### src/rtl/rca_pkg.sv
// Shared definitions for the segmented ripple-carry adder pipeline.
//   DefWidth / DefSegW : default operand width and segment width.
//   rca_stage_t        : per-stage pipeline record at the default configuration
//                        (valid, carry, sub, flags, operand remainder, partial sum).
package rca_pkg;

  localparam int unsigned DefWidth = 32;
  localparam int unsigned DefSegW  = 8;

  typedef struct packed {
    logic                valid;
    logic                carry;  // carry out of the most recently added segment
    logic                sub;
    logic                ovf;    // meaningful only in the last stage
    logic                zero;   // meaningful only in the last stage
    logic [DefWidth-1:0] a_rem;  // operand a, upper segments still to be added
    logic [DefWidth-1:0] b_rem;  // operand b, already inverted for subtract
    logic [DefWidth-1:0] sum;    // completed lower segments of the result
  } rca_stage_t;

endpackage

### src/rtl/rca_seg.sv
// Combinational SEG_W-bit ripple-carry adder slice.
//   a_i, b_i : segment operands
//   cin_i    : carry into bit 0
//   sum_o    : segment sum
//   cout_o   : carry out of the segment MSB
//   cmsb_o   : carry into the segment MSB (used for signed overflow)
module rca_seg #(
  parameter int unsigned SEG_W = 8
) (
  input  logic [SEG_W-1:0] a_i,
  input  logic [SEG_W-1:0] b_i,
  input  logic             cin_i,
  output logic [SEG_W-1:0] sum_o,
  output logic             cout_o,
  output logic             cmsb_o
);

  always_comb begin : p_ripple
    logic [SEG_W:0] c;
    c     = '0;
    sum_o = '0;
    c[0]  = cin_i;
    for (int i = 0; i < int'(SEG_W); i++) begin
      sum_o[i] = a_i[i] ^ b_i[i] ^ c[i];
      c[i+1]   = (a_i[i] & b_i[i]) | (a_i[i] & c[i]) | (b_i[i] & c[i]);
    end
    cout_o = c[SEG_W];
    cmsb_o = c[SEG_W-1];
  end

endmodule

### src/rtl/rca_pipe.sv
// Pipelined segmented ripple-carry adder/subtractor with valid/ready handshake.
// Stage k adds operand segment k using the carry registered by stage k-1; the
// remaining operand segments and finished sum segments travel alongside.
//   clk, rst            : clock, synchronous active-high reset
//   in_valid / in_ready : input handshake (in_ready = pipeline advance)
//   a, b, cin, sub      : operands, carry-in (add only), 1 = a - b
//   out_valid/out_ready : output handshake
//   sum, cout, ovf, zero: result, carry out (no-borrow on sub), signed overflow, sum==0
module rca_pipe
  import rca_pkg::*;
#(
  parameter int unsigned WIDTH = DefWidth,
  parameter int unsigned SEG_W = DefSegW
) (
  input  logic             clk,
  input  logic             rst,
  input  logic             in_valid,
  output logic             in_ready,
  input  logic [WIDTH-1:0] a,
  input  logic [WIDTH-1:0] b,
  input  logic             cin,
  input  logic             sub,
  output logic             out_valid,
  input  logic             out_ready,
  output logic [WIDTH-1:0] sum,
  output logic             cout,
  output logic             ovf,
  output logic             zero
);

  localparam int unsigned NSEG = (SEG_W == 0) ? 1 : WIDTH / SEG_W;

  if (SEG_W == 0 || SEG_W > WIDTH || (WIDTH % SEG_W) != 0) begin : g_param_check
    $error("rca_pipe: WIDTH must be a non-zero multiple of SEG_W");
  end

  // Same fields as rca_pkg::rca_stage_t, sized by this instance's WIDTH.
  typedef struct packed {
    logic             valid;
    logic             carry;
    logic             sub;
    logic             ovf;
    logic             zero;
    logic [WIDTH-1:0] a_rem;
    logic [WIDTH-1:0] b_rem;
    logic [WIDTH-1:0] sum;
  } stage_t;

  stage_t st_q [NSEG];
  stage_t st_d [NSEG];
  stage_t src  [NSEG];  // record entering each stage's adder

  logic [SEG_W-1:0] seg_sum [NSEG];
  logic [NSEG-1:0]  seg_cout;
  logic [NSEG-1:0]  seg_cmsb;

  assign out_valid = st_q[NSEG-1].valid;
  assign in_ready  = !out_valid | out_ready;

  // Stage 0 sees the raw inputs; subtract is a + ~b + 1 with cin ignored.
  always_comb begin
    src[0]       = '0;
    src[0].valid = in_valid;
    src[0].sub   = sub;
    src[0].carry = sub ? 1'b1 : cin;
    src[0].a_rem = a;
    src[0].b_rem = sub ? ~b : b;
    for (int k = 1; k < int'(NSEG); k++) begin
      src[k] = st_q[k-1];
    end
  end

  for (genvar k = 0; k < int'(NSEG); k++) begin : g_seg
    rca_seg #(
      .SEG_W (SEG_W)
    ) u_seg (
      .a_i    (src[k].a_rem[k*SEG_W +: SEG_W]),
      .b_i    (src[k].b_rem[k*SEG_W +: SEG_W]),
      .cin_i  (src[k].carry),
      .sum_o  (seg_sum[k]),
      .cout_o (seg_cout[k]),
      .cmsb_o (seg_cmsb[k])
    );
  end

  always_comb begin
    for (int k = 0; k < int'(NSEG); k++) begin
      st_d[k]                           = src[k];
      st_d[k].sum[k*SEG_W +: SEG_W]     = seg_sum[k];
      st_d[k].carry                     = seg_cout[k];
    end
    // Flags are formed once the whole sum is assembled in the last stage.
    st_d[NSEG-1].ovf  = seg_cmsb[NSEG-1] ^ seg_cout[NSEG-1];
    st_d[NSEG-1].zero = (st_d[NSEG-1].sum == '0);
  end

  // The whole pipe, valid bits included, freezes while the output is stalled.
  always_ff @(posedge clk) begin
    if (rst) begin
      for (int k = 0; k < int'(NSEG); k++) begin
        st_q[k] <= '0;
      end
    end else if (in_ready) begin
      for (int k = 0; k < int'(NSEG); k++) begin
        st_q[k] <= st_d[k];
      end
    end
  end

  assign sum  = st_q[NSEG-1].sum;
  assign cout = st_q[NSEG-1].carry;
  assign ovf  = st_q[NSEG-1].ovf;
  assign zero = st_q[NSEG-1].zero;

  // Operand remainders leaving the last stage and per-segment MSB carries of
  // inner stages have no consumer.
  logic unused_tail;
  assign unused_tail = ^{st_q[NSEG-1].a_rem, st_q[NSEG-1].b_rem, st_q[NSEG-1].sub, seg_cmsb};

endmodule

### config.mk
export PLATFORM = sky130hd
export DESIGN_NAME = rca_pipe
export DESIGN_NICKNAME = d
export VERILOG_FILES = /design/src/rtl/rca_pkg.sv /design/src/rtl/rca_seg.sv /design/src/rtl/rca_pipe.sv
export SDC_FILE = /design/constraint.sdc
export NUM_CORES = 1
export LEC_CHECK = 0
export BUFFER_PORTS_ARGS = -buffer_cell sky130_fd_sc_hd__buf_2
export CAP_MARGIN = 20
export CORE_AREA = 2 2 124 126
export CTS_CLUSTER_DIAMETER = 100
export DETAILED_ROUTE_END_ITERATION = 10
export DIE_AREA = 0 0 126 128
export PLACE_DENSITY = 0.75
export SYNTH_ARGS = -nofsm -noshare
export SYNTH_HDL_FRONTEND = slang
export SYNTH_SLANG_ARGS = --single-unit
### constraint.sdc
create_clock -name clk -period 7.26 [get_ports clk]
set_input_delay 2.178 -clock clk [delete_from_list [all_inputs] [get_ports clk]]
set_output_delay 2.178 -clock clk [all_outputs]
set_load 0.005 [all_outputs]
# Word-level counts from Yosys, hierarchy flattened
# Memories as Yosys holds them, arrays and structs flattened.
# Index checks and enable logic that the tools add are counted.
# Widths: inputs -> output; s select.
# word_totals
regBits	0
latch_bits	0
ram_bits	404
mem_bits_ro	0
input_bits	70
output_inout_bits	37
elab_cells	245
n_memories	1
# classes
addsub	0
n_mul	0
div_mod_pow	0
magnitude_cmp	0
n_eq_ne	0
n_shift	0
mux	11
bitwise_logic	231
reduce_logical	2
# memory_table
memory	depth	width	read_ports	rd_clocked_by_memory_dff	write_ports	line_no	source
st_q	4	101	4	0	4	rca_pipe.sv:49	stage_t st_q [NSEG];
# op_table
cell	count
$mux 101	4
$and 1x1->1	96
$or 1x1->1	69
$xor 1x1->1	65
$logic_not 32->1	1
$mux 32	1
$not 32->32	1
$mux 1	6
$logic_not 1->1	1

# Logic depth before layout (Yosys ltp)
# logic_depth
ltp_word	27
mapped_depth	14

# Modules after synthesis
# From an unflattened synthesis, not the netlist that was laid out.
# unflattened
cells_unflattened	518
area_unflattened_um2	8275.4
# by_module_without_submodules
module	n_inst	cells_each	area_per_inst_um2	seq_area_each_um2
rca_pipe	1	446	7484.7	5585.4
rca_seg	4	18	197.7	0.0

# Worst setup path after synthesis
# No wires, ideal clock.
# synth_path
path_type	input to register
from	input sub
to	memory st_q[0][7] (netlist bit), data pin
setup_time_ns	0.255
arrival_ns	5.990
required_time_ns	7.005
setup_slack_ns	1.016
cell_stages	14
n_path_buf	2
path_cell_list	buf_2 buf_4 xor2_1 fa_1 inv_1 fa_1 fa_1 fa_1 fa_1 fa_1 fa_1 inv_1 fa_1 and2_1
# synth_lines
element	line_no	source
from (decl)	rca_pipe.sv:22	input logic sub,
to (decl)	rca_pipe.sv:49	

==> results by group <==
Pwr
  – Sw Pwr: 500 uW
  – Power Dens Cells: 266 mW/mm^2
  – Internal: a little under 2 mW
  – Sw frac: 20.3%
  – Peak VDD IR: 0.169 mV
  – Clock power frac: 40.5%
  – Total power: about 2.5 mW
  – Pleak: 4.00 nW
  – Logic pwr share: 7.0%
  – Reg power frac: 52.5%

Timing
  – Slew Limit Headroom: 29.7%
  – Min Hold Slack: about 500 ps
  – Unrepaired setup endpoints after global routing: no
  – # setup viols final: 0
  – Setup TNS Final: 0 ps
  – Fmax: 172 MHz
  – Pins Over Slew Limit: 0
  – Final Cycle Share: between 70% and 80%
  – Final Hold Vio Count: 0
  – Final Critical Period: 5810 ps
  – Setup ws final: 1450 ps
  – Measured slew at the worst slew-check pin: about 1100 ps
  – Worst Clk Skew: 9.45 ps

Place
  – Routability cong.: 0.724
  – IO buf count: between 100 and 150
  – Placed wire-length estimate: 7120 um
  – Pre-CTS setup slack: around 1000 ps

Logic synthesis
  – Post-synth ARST share: 0%
  – Synth Instances: 507
  – Synth top area share: 70.1%
  – Syn Std Cell Area: 0.00797 mm^2
  – Synth Register Bits: about 190
  – Synth area leader: edfxtp_1
  – Top post-synthesis cells by count: 186 x edfxtp_1, 145 x and2_1, 40 x nor2_1
  – Post-synthesis sequential area ratio: 70.1%
  – EDFF count, synth: 186
  – Top-count cell post-synth: edfxtp_1
  – Yosys warnings: 0
  – Yosys cell types: 19
  – Area contributors post-synth: edfxtp_1 70%, and2_1 11%, fa_1 8.0%
  – Syn Area/Cell: about 16 um^2
  – Most used DFF post-synth: edfxtp_1
  – Net Count, Synth: 609

Layout
  – Final nets: 713
  – Max reg flops: 186
  – Synth-to-Final Area Change: 16.5%
  – Top reg by flops: st_q
  – Share of cells above drive strength 1: 23.4%
  – Inserted Diodes: 0
  – Top Registers: st_q (186)

Floorplan
  – Standard-cell rows: 45
  – Core area: between 0.01 and 0.015 mm^2
  – Ports: ~110
  – Die width: 126 um
  – Die ar.: 0.0161 mm^2
  – Die height: roughly 130 um
  – Initial Utilization: 53.6%

Setup path
  – Slowest cell on crit path: fa_1
  – Worst reg2reg path endpoint: st_q[3][96]$_SDFFCE_PN0P_
  – Most used cell, CP: fa_1
  – Crit path buf inv count: 3
  – Crit start category: primary input
  – Crit path cell chain: buf_2 > xor2_1 > fa_1 > inv_1 > fa_1 > fa_1 > fa_1 > fa_1 > fa_1 > fa_1 > inv_1 > fa_1 > and2_1
  – Crit. End Element: flip-flop
  – R2r setup slk: 3100 ps
  – Largest stage delay, worst path: 460 ps
  – WS Path Type: primary input to flip-flop
  – Crit path max-delay family: adder cells
  – Crit Path Max Fanout: 4
  – Worst-case reg-to-reg path depth: 14
  – CP arrival: around 6000 ps
  – CP required: 7450 ps
  – FF-to-FF Start: st_q[2][99]$_SDFFCE_PN0P_

Clocking
  – Root Buffer: clkbuf_16
  – # resized after CTS: 0
  – Setup Buffers After CTS: 0
  – Max Root-Sink Buffers: 2
  – Clock sink total: 186
  – Hold_buf cts: 0
  – Clock transition at the registers of the reported paths: around 70 ps
  – CTS tree: done
  – Inserted Clock Buffers: 17
  – Worst-Skew Late Latency: 430 ps
  – CTS HTree Levels: 4

Status
  – Status: completed

GRT
  – Largest net degree at the start of global routing: 187
  – First-pass GRT wire length: ~19,000 um
  – Vias in the first global route: about 4k
  – Total gr overflow: 0
  – Initial antenna violation count: 0
  – Gr usage total: 15.6%

Detailed routing
  – Number of nets still failing antenna checks after routing: 0
  – DR WL/cell: 14.4 um
  – DRT Pass-1 Iters: 4
  – Via count: 3,869
  – Final WL: 11,700 um
  – DRC Markers: 0
  – Initial DRC Count: 226
  – DR vias/cell: 4.77

Worst hold path
  – Hold crit path type: flip-flop to flip-flop
  – WHS Endpoint: st_q[2][10]$_SDFFCE_PN0P_
  – Min-delay src: st_q[1][10]$_SDFFCE_PN0P_
  – Worst hold stages: 1

Flow run
  – MaxCap Viol Count: 0
stage by stage:
step / instance area [um^2] / cells / utilization, %
floorplan: 7970 / 507 / -
global placement: 8610 / 779 / 57.9
detailed placement: 8610 / 779 / 57.9
CTS: 9250 / 810 / 62.2
global route: 9280 / 811 / 62.4
finish: 9280 / 811 / 62.4
worst max-delay path by stage:
stage                               endpoint  slack [ps]  cells past startpoint  start
global placement    st_q[0][7]$_SDFFCE_PN0P_        1170                     13    sub
CTS                 st_q[0][7]$_SDFFCE_PN0P_        1460                     13    sub
global route        st_q[0][7]$_SDFFCE_PN0P_        1270                     13    sub
floorplan           st_q[0][7]$_SDFFCE_PN0P_        1020                     14    sub
detailed placement  st_q[0][7]$_SDFFCE_PN0P_        1010                     13    sub
finish              st_q[0][7]$_SDFFCE_PN0P_        1450                     13    sub
placed cells by master, fill, tap and decap left out:
| cell type | count |
|---|---|
| buf_2 | 106 |
| clkbuf_16 | 17 |
| buf_4 | 2 |
| inv_1 | 29 |
| nand2b_4 | 1 |
| edfxtp_1 | 186 |
| and2_1 | 145 |
| buf_12 | 1 |
| clkinv_2 | 2 |
| xnor2_1 | 30 |
| inv_8 | 1 |
| nand4_1 | 1 |
| nor2b_4 | 1 |
| xor2_1 | 3 |
| nor4bb_1 | 1 |
| nand2_1 | 2 |
| inv_6 | 1 |
| or2_2 | 1 |
| clkinv_4 | 2 |
| nand2b_2 | 1 |
| nor4_1 | 8 |
| bufinv_16 | 5 |
| clkinvlp_4 | 3 |
| nor2_1 | 40 |
| or2_4 | 1 |
| buf_16 | 1 |
| fa_1 | 32 |
worst reg2reg max path, stage by stage, from the launching register on:
cell and delay, ps:
edfxtp_1 360, inv_1 80, fa_1 160, inv_1 50, fa_1 410, fa_1 390
fa_1 380, fa_1 420, fa_1 420, fa_1 410, inv_1 90, fa_1 420
nor4bb_1 150, nand4_1 80, nor4_1 50
metal layers:
metal	global-route usage [%]	routed length (um)	share of wire, %
met2	26.5	6120	53
met5	0	0	0
met4	9.05	436	3.7
met3	4.01	479	4.1
met1	18.0	4620	40
final cells by class:
class | instances | area (um^2)
fillers | 1122 | 5580
clock buffers | 17 | 425
inverters | 29 | 109
well taps | 188 | 235
repair buffers | 110 | 593
flip-flops and latches | 186 | 5590
clock inverters | 14 | 220
multi-input cells | 267 | 2110
power groups by stage:
| stage | registers [mW] | logic, mW | clock network (mW) |
|---|---|---|---|
| finish | 1.29 | 0.172 | 0.999 |
| global route | 1.30 | 0.199 | 1.06 |
| CTS | 1.29 | 0.175 | 1.02 |
| detailed placement | 1.32 | 0.173 | 0 |
| global placement | 1.31 | 0.165 | 0 |
| floorplan | 1.31 | 0.114 | 0 |
cell families (layout without fill, tap and decap cells):
group                    Yosys count  count (layout)  share of synthesized area (%)
adder cells (fa/ha/maj)           32              32                           8.04
AND/OR/NAND/NOR                  202             202                           14.8
flip-flops                       186             186                           70.1
buffers and inverters             54             170                           3.42
XOR/XNOR                          33              33                           3.63
No activity file was read; power rests on OpenSTA's default activity.
